**src/rtl/inst_fetch_unit.sv**
```systemverilog
// Instruction fetch stage: PC generation, credit-limited memory requests, response FIFO to decoder.
// Optional misaligned-redirect trap via `FETCH_MISALIGN_TRAP_EN (adds HALT state and oFetchFault).
module inst_fetch_unit #(
    parameter logic [31:0] RESET_PC   = 32'h0000_0000,
    parameter int unsigned FIFO_DEPTH = 4
) (
    input  logic        iClk,
    input  logic        iRst,
    output logic        oMemReq,
    output logic [31:0] oMemAddr,
    input  logic        iMemReady,
    input  logic        iMemRspValid,
    input  logic [31:0] iMemRspData,
    input  logic        iRedirect,
    input  logic [31:0] iRedirectPc,
    output logic        oInstValid,
    output logic [31:0] oInst,
    output logic [31:0] oInstPc,
    input  logic        iDecReady
`ifdef FETCH_MISALIGN_TRAP_EN
    ,
    output logic        oFetchFault
`endif
);

    localparam int unsigned AW = (FIFO_DEPTH > 1) ? $clog2(FIFO_DEPTH) : 1;
    localparam int unsigned CW = AW + 1;
    localparam int unsigned SW = CW + 1;

    localparam logic [0:0] S_RUN  = 1'b0;
`ifdef FETCH_MISALIGN_TRAP_EN
    localparam logic [0:0] S_HALT = 1'b1;
`endif

    logic [0:0]    r_state, w_state_nx;
    logic [31:0]   r_pc, w_pc_nx;
    logic [31:0]   r_rsp_pc, w_rsp_pc_nx;
    logic [CW-1:0] r_count, w_count_nx;
    logic [CW-1:0] r_outst, w_outst_nx;
    logic [CW-1:0] r_drop, w_drop_nx;
    logic [AW-1:0] r_wptr, w_wptr_nx;
    logic [AW-1:0] r_rptr, w_rptr_nx;
    logic [31:0]   r_data [FIFO_DEPTH];
    logic [31:0]   r_pcs  [FIFO_DEPTH];

    logic          w_run;
    logic          w_credit;
    logic          w_accept;
    logic          w_push;
    logic          w_pop;
    logic [31:0]   w_redir_pc;

`ifdef FETCH_MISALIGN_TRAP_EN
    logic          r_fault, w_fault_nx;
    logic          w_misalign;
    assign w_misalign  = (iRedirectPc[1:0] != 2'b00);
    assign oFetchFault = r_fault;
`else
    logic          w_unused_lsb;
    assign w_unused_lsb = ^iRedirectPc[1:0];
`endif

    // Credit: buffered plus in-flight never exceeds FIFO capacity, so pushes cannot overflow.
    assign w_run      = (r_state == S_RUN);
    assign w_credit   = (SW'(r_count) + SW'(r_outst)) < SW'(FIFO_DEPTH);
    assign oMemReq    = iRst && w_run && !iRedirect && w_credit;
    assign oMemAddr   = r_pc;
    assign w_accept   = oMemReq && iMemReady;
    assign w_push     = iMemRspValid && (r_drop == '0) && !iRedirect;
    assign oInstValid = (r_count != '0);
    assign w_pop      = oInstValid && iDecReady && !iRedirect;
    assign oInst      = oInstValid ? r_data[r_rptr] : 32'h0;
    assign oInstPc    = oInstValid ? r_pcs[r_rptr]  : 32'h0;
    assign w_redir_pc = {iRedirectPc[31:2], 2'b00};

    // Next-state: normal accept/response/pop bookkeeping, then redirect overrides.
    always_comb begin
        w_state_nx  = r_state;
        w_pc_nx     = r_pc;
        w_rsp_pc_nx = r_rsp_pc;
        w_count_nx  = r_count;
        w_outst_nx  = r_outst;
        w_drop_nx   = r_drop;
        w_wptr_nx   = r_wptr;
        w_rptr_nx   = r_rptr;
`ifdef FETCH_MISALIGN_TRAP_EN
        w_fault_nx  = r_fault;
`endif

        w_outst_nx = r_outst + CW'(w_accept) - CW'(iMemRspValid);
        if (w_accept) begin
            w_pc_nx = r_pc + 32'd4;
        end
        if (iMemRspValid && (r_drop != '0)) begin
            w_drop_nx = r_drop - CW'(1);
        end
        if (w_push) begin
            w_wptr_nx   = r_wptr + AW'(1);
            w_rsp_pc_nx = r_rsp_pc + 32'd4;
        end
        if (w_pop) begin
            w_rptr_nx = r_rptr + AW'(1);
        end
        w_count_nx = r_count + CW'(w_push) - CW'(w_pop);

        if (iRedirect) begin
            w_count_nx  = '0;
            w_wptr_nx   = '0;
            w_rptr_nx   = '0;
            w_pc_nx     = w_redir_pc;
            w_rsp_pc_nx = w_redir_pc;
            w_drop_nx   = r_outst - CW'(iMemRspValid);
`ifdef FETCH_MISALIGN_TRAP_EN
            if (w_misalign) begin
                w_state_nx = S_HALT;
                w_fault_nx = 1'b1;
            end else begin
                w_state_nx = S_RUN;
                w_fault_nx = 1'b0;
            end
`endif
        end
    end

    always_ff @(posedge iClk) begin
        if (!iRst) begin
            r_state  <= S_RUN;
            r_pc     <= RESET_PC;
            r_rsp_pc <= RESET_PC;
            r_count  <= '0;
            r_outst  <= '0;
            r_drop   <= '0;
            r_wptr   <= '0;
            r_rptr   <= '0;
`ifdef FETCH_MISALIGN_TRAP_EN
            r_fault  <= 1'b0;
`endif
        end else begin
            r_state  <= w_state_nx;
            r_pc     <= w_pc_nx;
            r_rsp_pc <= w_rsp_pc_nx;
            r_count  <= w_count_nx;
            r_outst  <= w_outst_nx;
            r_drop   <= w_drop_nx;
            r_wptr   <= w_wptr_nx;
            r_rptr   <= w_rptr_nx;
`ifdef FETCH_MISALIGN_TRAP_EN
            r_fault  <= w_fault_nx;
`endif
        end
    end

    // Buffer storage carries no reset; validity is tracked by r_count.
    always_ff @(posedge iClk) begin
        if (w_push) begin
            r_data[r_wptr] <= iMemRspData;
            r_pcs[r_wptr]  <= r_rsp_pc;
        end
    end

endmodule

```
**config.mk**
```make
export PLATFORM = sky130hd
export DESIGN_NAME = inst_fetch_unit
export DESIGN_NICKNAME = d
export VERILOG_FILES = /design/src/rtl/inst_fetch_unit.sv
export SDC_FILE = /design/constraint.sdc
export NUM_CORES = 1
export LEC_CHECK = 0
export ABC_AREA = 1
export CAP_MARGIN = 0
export CORE_ASPECT_RATIO = 1.1
export CORE_MARGIN = 3
export CORE_UTILIZATION = 51
export CTS_BUF_LIST = sky130_fd_sc_hd__clkbuf_16
export DETAILED_ROUTE_END_ITERATION = 8
export PLACE_DENSITY = 0.74
export SETUP_SLACK_MARGIN = 0.02
export SYNTH_ARGS = -nofsm -noshare
export SYNTH_HDL_FRONTEND = slang
export SYNTH_SLANG_ARGS = --single-unit
```
**constraint.sdc**
```tcl
create_clock -name iClk -period 4.8 [get_ports iClk]
set_clock_uncertainty 0.15 [all_clocks]
set_input_delay 0.96 -clock iClk [delete_from_list [all_inputs] [get_ports iClk]]
set_output_delay 0.96 -clock iClk [all_outputs]
set_load 0.02 [all_outputs]
```
==> flow_summary.json, run 1 <==
{
  "synth.top_cell.area_share_pct": 51.1,
  "ant_nets": 0,
  "hold_ws_ns": 0.311,
  "cts_resized": 0,
  "yosys_warnings": 0,
  "hold_viol": 0,
  "synth.area.mux_share_pct": 0,
  "grt_pass1_vias": 11000,
  "wl_mm": 35.1,
  "worst_pin_slew_ns": 1.05,
  "synthCells": 1572,
  "netlist_area_um2": 14600,
  "fp.dieH_um": 183,
  "tritoncts": "yes",
  "reg2reg_from": "r_count[2]$_SDFF_PP0_",
  "post_synth_num_cell_types": 41,
  "regArea_um2": 8950,
  "portBuffers": 161,
  "ys.flop_type": "edfxtp_1",
  "cts_max_level": 1,
  "min_period_ns": 4.21,
  "async_reset_ff_share_pct": 0,
  "fill_cells": 2202,
  "maxCapViolCount": 0,
  "dp_hpwl_mm": 22.3,
  "root_buffer": "clkbuf_16",
  "synth_fa_ha_area_share_pct": 1.65,
  "cts_setup_buffers": 0,
  "p_per_area_nw_per_um2": 347,
  "post-route-util_pct": 62.7,
  "peakVddDrop_mv": 0.290,
  "row_count": 64,
  "syn2layout_area_growth_pct": 20.5,
  "core_area_um2": 28000,
  "dpl_worst_slack_ns": 0.953,
  "hold_start": "r_rptr[1]$_SDFFE_PP0P_",
  "required_ns": 3.69,
  "start_util_pct": 52.0,
  "placed_area_um2": 16600,
  "synth_top_area_cell": "edfxtp_1",
  "slew-limit-headroom_pct": 29.6,
  "slew_violations": 0,
  "grt_setup_unrepaired": "no",
  "gp_congestion": 0.945,
  "reg2reg_to": "r_outst[2]$_SDFF_PN0_",
  "finalPower_mw": 6.10,
  "clockBufferDepth": 3,
  "ys_seq_area_share_pct": 61.4,
  "cts_buffers": 31,
  "multiInputGateArea_um2": 4900,
  "ff2ff_path_depth": 12,
  "fin_crit_sh_pct": 87.8,
  "synth_top_family_by_area": "simple AND/OR/NAND/NOR gates",
  "pin_count": 168,
  "ys_seq_elements": 323,
  "setup_ws_ns": 0.587,
  "path_clk_slew_ns": 0.06,
  "cp_max_fo": 46,
  "dr.pass1.iters": 5,
  "min_path_cells": 2,
  "critPathKind": "reg -> out",
  "synth_edf_count": 248,
  "grt_pass1_wl_mm": 55.4,
  "hold_path.class": "reg -> reg",
  "synth_compound_area_share_pct": 11.0,
  "synth.cells.most_frequent": "nor2_1, edfxtp_1, nand2_1",
  "start_kind": "register",
  "dieArea_um2": 30700,
  "post_layout_nonfiller_instances": 2105,
  "dp_cells": 2050,
  "fmax_mhz": 237,
  "synth_area_leaders": "edfxtp_1, dfxtp_1, nor2_1",
  "worstSetupEndpointType": "output port",
  "status": "complete, no violations",
  "cts.sinks": 323,
  "wl_per_cell_um": 16.7,
  "grt_antenna_before_repair": 0,
  "cp_data_arrival_time_ns": 3.10,
  "synth_xor_area_share_pct": 0.781,
  "drt_iter0_drc": 931,
  "remaining_drc_errors": 0,
  "die_w_um": 167,
  "antennaDiodeCount": 0,
  "stdcell_area_um2": 17600,
  "vias_per_cell": 5.44,
  "syn_avg_cell_area_um2": 9.28,
  "r2r_slack_ns": 1.97,
  "drive_gt1_share_pct": 5.22,
  "clock_latency_ns": 0.55,
  "hold_buffers": 0,
  "p_leak_nw": 6.33,
  "num_vias": 11500,
  "grtUsageTotal_pct": 22.3,
  "synth-simple-area-share_pct": 19.9,
  "tns_ns": 0,
  "grt_start_max_net_pins": 63,
  "nets": 1808,
  "grt_overflow": 0,
  "setup_viol": 0,
  "synth_most_common_cell": "nor2_1"
}
## power breakdown
group / switching, mW / internal (mW) / total [mW]
clock network: 0.976 / 1.33 / 2.30
registers: 0.0917 / 3.12 / 3.21
logic: 0.353 / 0.238 / 0.591
## routing by layer
layer / GRT usage [%] / up-vias / wire length [um]
li1: - / 5572 / -
met1: 29.5 / 5312 / 14300
met2: 38.4 / 488 / 16900
met3: 2.54 / 87 / 2650
met4: 8.51 / 0 / 1180
met5: 0 / - / 0
## critical path, stage by stage, from the launching register on
cell and delay (ns):
dfxtp_4 0.50, inv_2 0.53, buf_4 0.46, o21ai_0 0.17
a21oi_1 0.20, clkdlybuf4s50_1 0.63
## flip-flops by register name (all words and copies together), names as in the netlist, named ones only
name,cells
r_data,128
r_rsp_pc,30
r_count,3
r_pcs,120
r_drop,3
r_outst,3
r_rptr,2
r_wptr,2
oMemAddr,30
## placed cells by master, fill, tap and decap left out, types with 4 or more instances in the layout
| master | n |
|---|---|
| a21oi_1 | 124 |
| buf_12 | 4 |
| buf_4 | 21 |
| clkbuf_16 | 31 |
| clkdlybuf4s50_1 | 160 |
| clkinv_1 | 7 |
| clkinv_2 | 5 |
| conb_1 | 4 |
| dfxtp_1 | 73 |
| edfxtp_1 | 248 |
| ha_1 | 16 |
| inv_1 | 121 |
| nand2_1 | 240 |
| nand3_1 | 75 |
| nand3b_1 | 8 |
| nand4_1 | 11 |
| nor2_1 | 352 |
| nor2_4 | 6 |
| nor3_1 | 6 |
| o21ai_0 | 172 |
| or2_2 | 4 |
| xor2_1 | 10 |
## worst max path at each step
stage	from	to	slack (ns)	cells past startpoint
2_1_floorplan	iRedirect	r_data[0][0]$_DFFE_PP_	0.10	4
3_3_place_gp	iRst	r_outst[2]$_SDFF_PN0_	0.97	13
3_5_place_dp	iRst	r_outst[2]$_SDFF_PN0_	0.95	13
4_1_cts	register	oInst[6]	0.58	5
5_1_grt	register	oInst[30]	0.33	5
6_report	register	oInst[6]	0.59	5
## cells by family after synthesis
kind of cell,count (synthesis)
fa+ha+maj,18
xor+xnor,13
simple gates,709
buf+inv,195
flops,323
compound gates,313
other cells,1
## area by class of cell
| cell class | instances | area share (%) |
|---|---|---|
| well taps | 363 | 2.58 |
| multi-input cells | 1057 | 27.9 |
| clock inverters | 24 | 1.10 |
| flip-flops and latches | 323 | 50.9 |
| inverters | 121 | 2.58 |
| clock buffers | 31 | 4.41 |
| repair buffers | 186 | 10.5 |
Note: power is estimated with default switching activity, not from simulation.
==> run 2, diff against run 1 <==
--- a/config.mk
+++ b/config.mk
@@ -7,12 +7,14 @@
 export LEC_CHECK = 0
 export ABC_AREA = 1
 export CAP_MARGIN = 0
+export CELL_PAD_IN_SITES_DETAIL_PLACEMENT = 1
+export CELL_PAD_IN_SITES_GLOBAL_PLACEMENT = 1
 export CORE_ASPECT_RATIO = 1.1
 export CORE_MARGIN = 3
-export CORE_UTILIZATION = 51
+export CORE_UTILIZATION = 39
 export CTS_BUF_LIST = sky130_fd_sc_hd__clkbuf_16
 export DETAILED_ROUTE_END_ITERATION = 8
-export PLACE_DENSITY = 0.74
+export PLACE_DENSITY = 0.73
 export SETUP_SLACK_MARGIN = 0.02
 export SYNTH_ARGS = -nofsm -noshare
 export SYNTH_HDL_FRONTEND = slang
==> run 2 against run 1 <==
Net effect: sequential share of layout area shrank 0.97 points; core utilization down 14 points; sequential cell count unchanged; fmax up 2.9%; non-clock buffer count decreased by 3; via count grew 2.4%; critical path depth is 1 higher; count of clock-buffer cells in the layout grew 6; sequential power about the same; first-iteration DRC count is 49% lower.
==> flow_summary.json, run 2 (synthesis results as in run 1) <==
{
  "hold_viol": 0,
  "path_clk_slew_ns": 0.06,
  "fin_crit_sh_pct": 85.3,
  "grt_pass1_vias": 12700,
  "slew-limit-headroom_pct": 32.1,
  "r2r_slack_ns": 2.03,
  "reg2reg_from": "r_count[1]$_SDFF_PP0_",
  "start_util_pct": 39.9,
  "p_per_area_nw_per_um2": 365,
  "tns_ns": 0,
  "slew_violations": 0,
  "ant_nets": 0,
  "row_count": 73,
  "cts_buffers": 35,
  "tritoncts": "yes",
  "required_ns": 3.69,
  "cts.sinks": 323,
  "grtUsageTotal_pct": 21.5,
  "regMostFlops": "r_data",
  "clkPwrFrac_pct": 41.4,
  "cts_max_level": 2,
  "internal_power_mw": 4.96,
  "multiInputGateArea_um2": 4900,
  "crit_end": "oInstPc[17]",
  "die_w_um": 190,
  "min_period_ns": 4.10,
  "hold_path.class": "reg -> reg",
  "status": "complete, no violations",
  "layout_commonest_cell": "nor2_1",
  "antennaDiodeCount": 0,
  "num_vias": 11700,
  "pwr-share-comb_pct": 9.4,
  "grt_setup_unrepaired": "no",
  "reg2reg_to": "r_count[2]$_SDFF_PP0_",
  "nets": 1809,
  "worst_pin_slew_ns": 1.02,
  "dp_cells": 2171,
  "root_buffer": "clkbuf_16",
  "critPathKind": "reg -> out",
  "layout_common_cells": "nor2_1, edfxtp_1, nand2_1, o21ai_0, clkdlybuf4s50_1",
  "setup_viol": 0,
  "post-route-util_pct": 49.0,
  "grt_overflow": 0,
  "clockBufferDepth": 3,
  "grt_antenna_before_repair": 0,
  "fill_cells": 4102,
  "core_area_um2": 36500,
  "fp.dieH_um": 209,
  "grt_start_max_net_pins": 79,
  "p_leak_nw": 6.43,
  "portBuffers": 161,
  "post_layout_nonfiller_instances": 2232,
  "start_kind": "register",
  "peakVddDrop_mv": 0.180,
  "sw_frac_of_total_pct": 24.1,
  "dieArea_um2": 39700,
  "maxCapViolCount": 0,
  "largestRegisters": "r_data (128), r_pcs (120)",
  "pin_count": 168,
  "syn2layout_area_growth_pct": 22.9,
  "remaining_drc_errors": 0,
  "dp_hpwl_mm": 27.4,
  "drt_iter0_drc": 472,
  "vias_per_cell": 5.26,
  "grt_pass1_wl_mm": 67.7,
  "finalPower_mw": 6.53,
  "cp_max_fo": 44,
  "regArea_um2": 8950,
  "ff2ff_path_depth": 8,
  "dr.pass1.iters": 5,
  "fmax_mhz": 244,
  "gp_congestion": 0.868,
  "worstSetupEndpointType": "output port",
  "seq_power_share_pct": 49.2,
  "power.switching_mw": 1.57,
  "wl_mm": 43.3,
  "largest_reg_flops": 128,
  "drive_gt1_share_pct": 5.16,
  "cp_data_arrival_time_ns": 2.99,
  "hold_buffers": 0,
  "cts_resized": 0,
  "cts_setup_buffers": 0,
  "wl_per_cell_um": 19.4,
  "clock_latency_ns": 0.52
}
-- run 2: layout make-up --
class | instances | share of cell area, %
sequential | 323 | 50.0
multi-input combinational | 1057 | 27.4
timing repair buffer | 183 | 10.4
clock buffer | 37 | 5.17
tap | 487 | 3.40
inverter | 121 | 2.53
clock inverter | 24 | 1.20
-- run 2: metal layers --
layer	vias up	global-route usage, %	part of all wire (%)
li1	5573	-	-
met1	5849	26.9	44
met2	239	38.2	50
met3	76	3.39	4.0
met4	0	6.50	2.8
met5	-	0	0
-- run 2: critical path: stages (launching register included) --
cell and delay (ns):
dfxtp_4 0.69, buf_4 0.45, nor2_1 0.09, nor2_1 0.09, o21ai_0 0.10, a21oi_1 0.35
clkdlybuf4s50_1 0.69
-- run 2: worst min-delay path by stage --
stage	slack, ns	end	cells past startpoint	from
global placement	0.29	register	2	r_rptr[1]$_SDFFE_PP0P_
CTS	0.33	register	2	r_rptr[1]$_SDFFE_PP0P_
detailed placement	0.31	register	2	r_rptr[1]$_SDFFE_PP0P_
global route	0.35	register	2	r_rptr[1]$_SDFFE_PP0P_
floorplan	0.29	register	2	r_rptr[1]$_SDFFE_PP0P_
finish	0.32	register	2	r_rptr[1]$_SDFFE_PP0P_
-- run 2: through the flow --
stage / instance area (um^2) / worst slack, ns / hold slack (ns)
finish: 17900 / 0.705 / 0.320
global placement: 16800 / 0.985 / 0.295
floorplan: 14600 / 0.105 / 0.286
detailed placement: 16800 / 0.965 / 0.306
CTS: 17900 / 0.657 / 0.327
global route: 17900 / 0.568 / 0.353
-- run 2: power groups by stage --
| stage | sequential (mW) | combinational (mW) | clock (mW) |
|---|---|---|---|
| after global placement | 3.26 | 0.591 | 0 |
| after floorplan | 3.26 | 0.328 | 0 |
| after CTS | 3.21 | 0.619 | 2.77 |
| after detailed placement | 3.27 | 0.613 | 0 |
| after global routing | 3.23 | 0.681 | 2.86 |
| final | 3.21 | 0.612 | 2.71 |
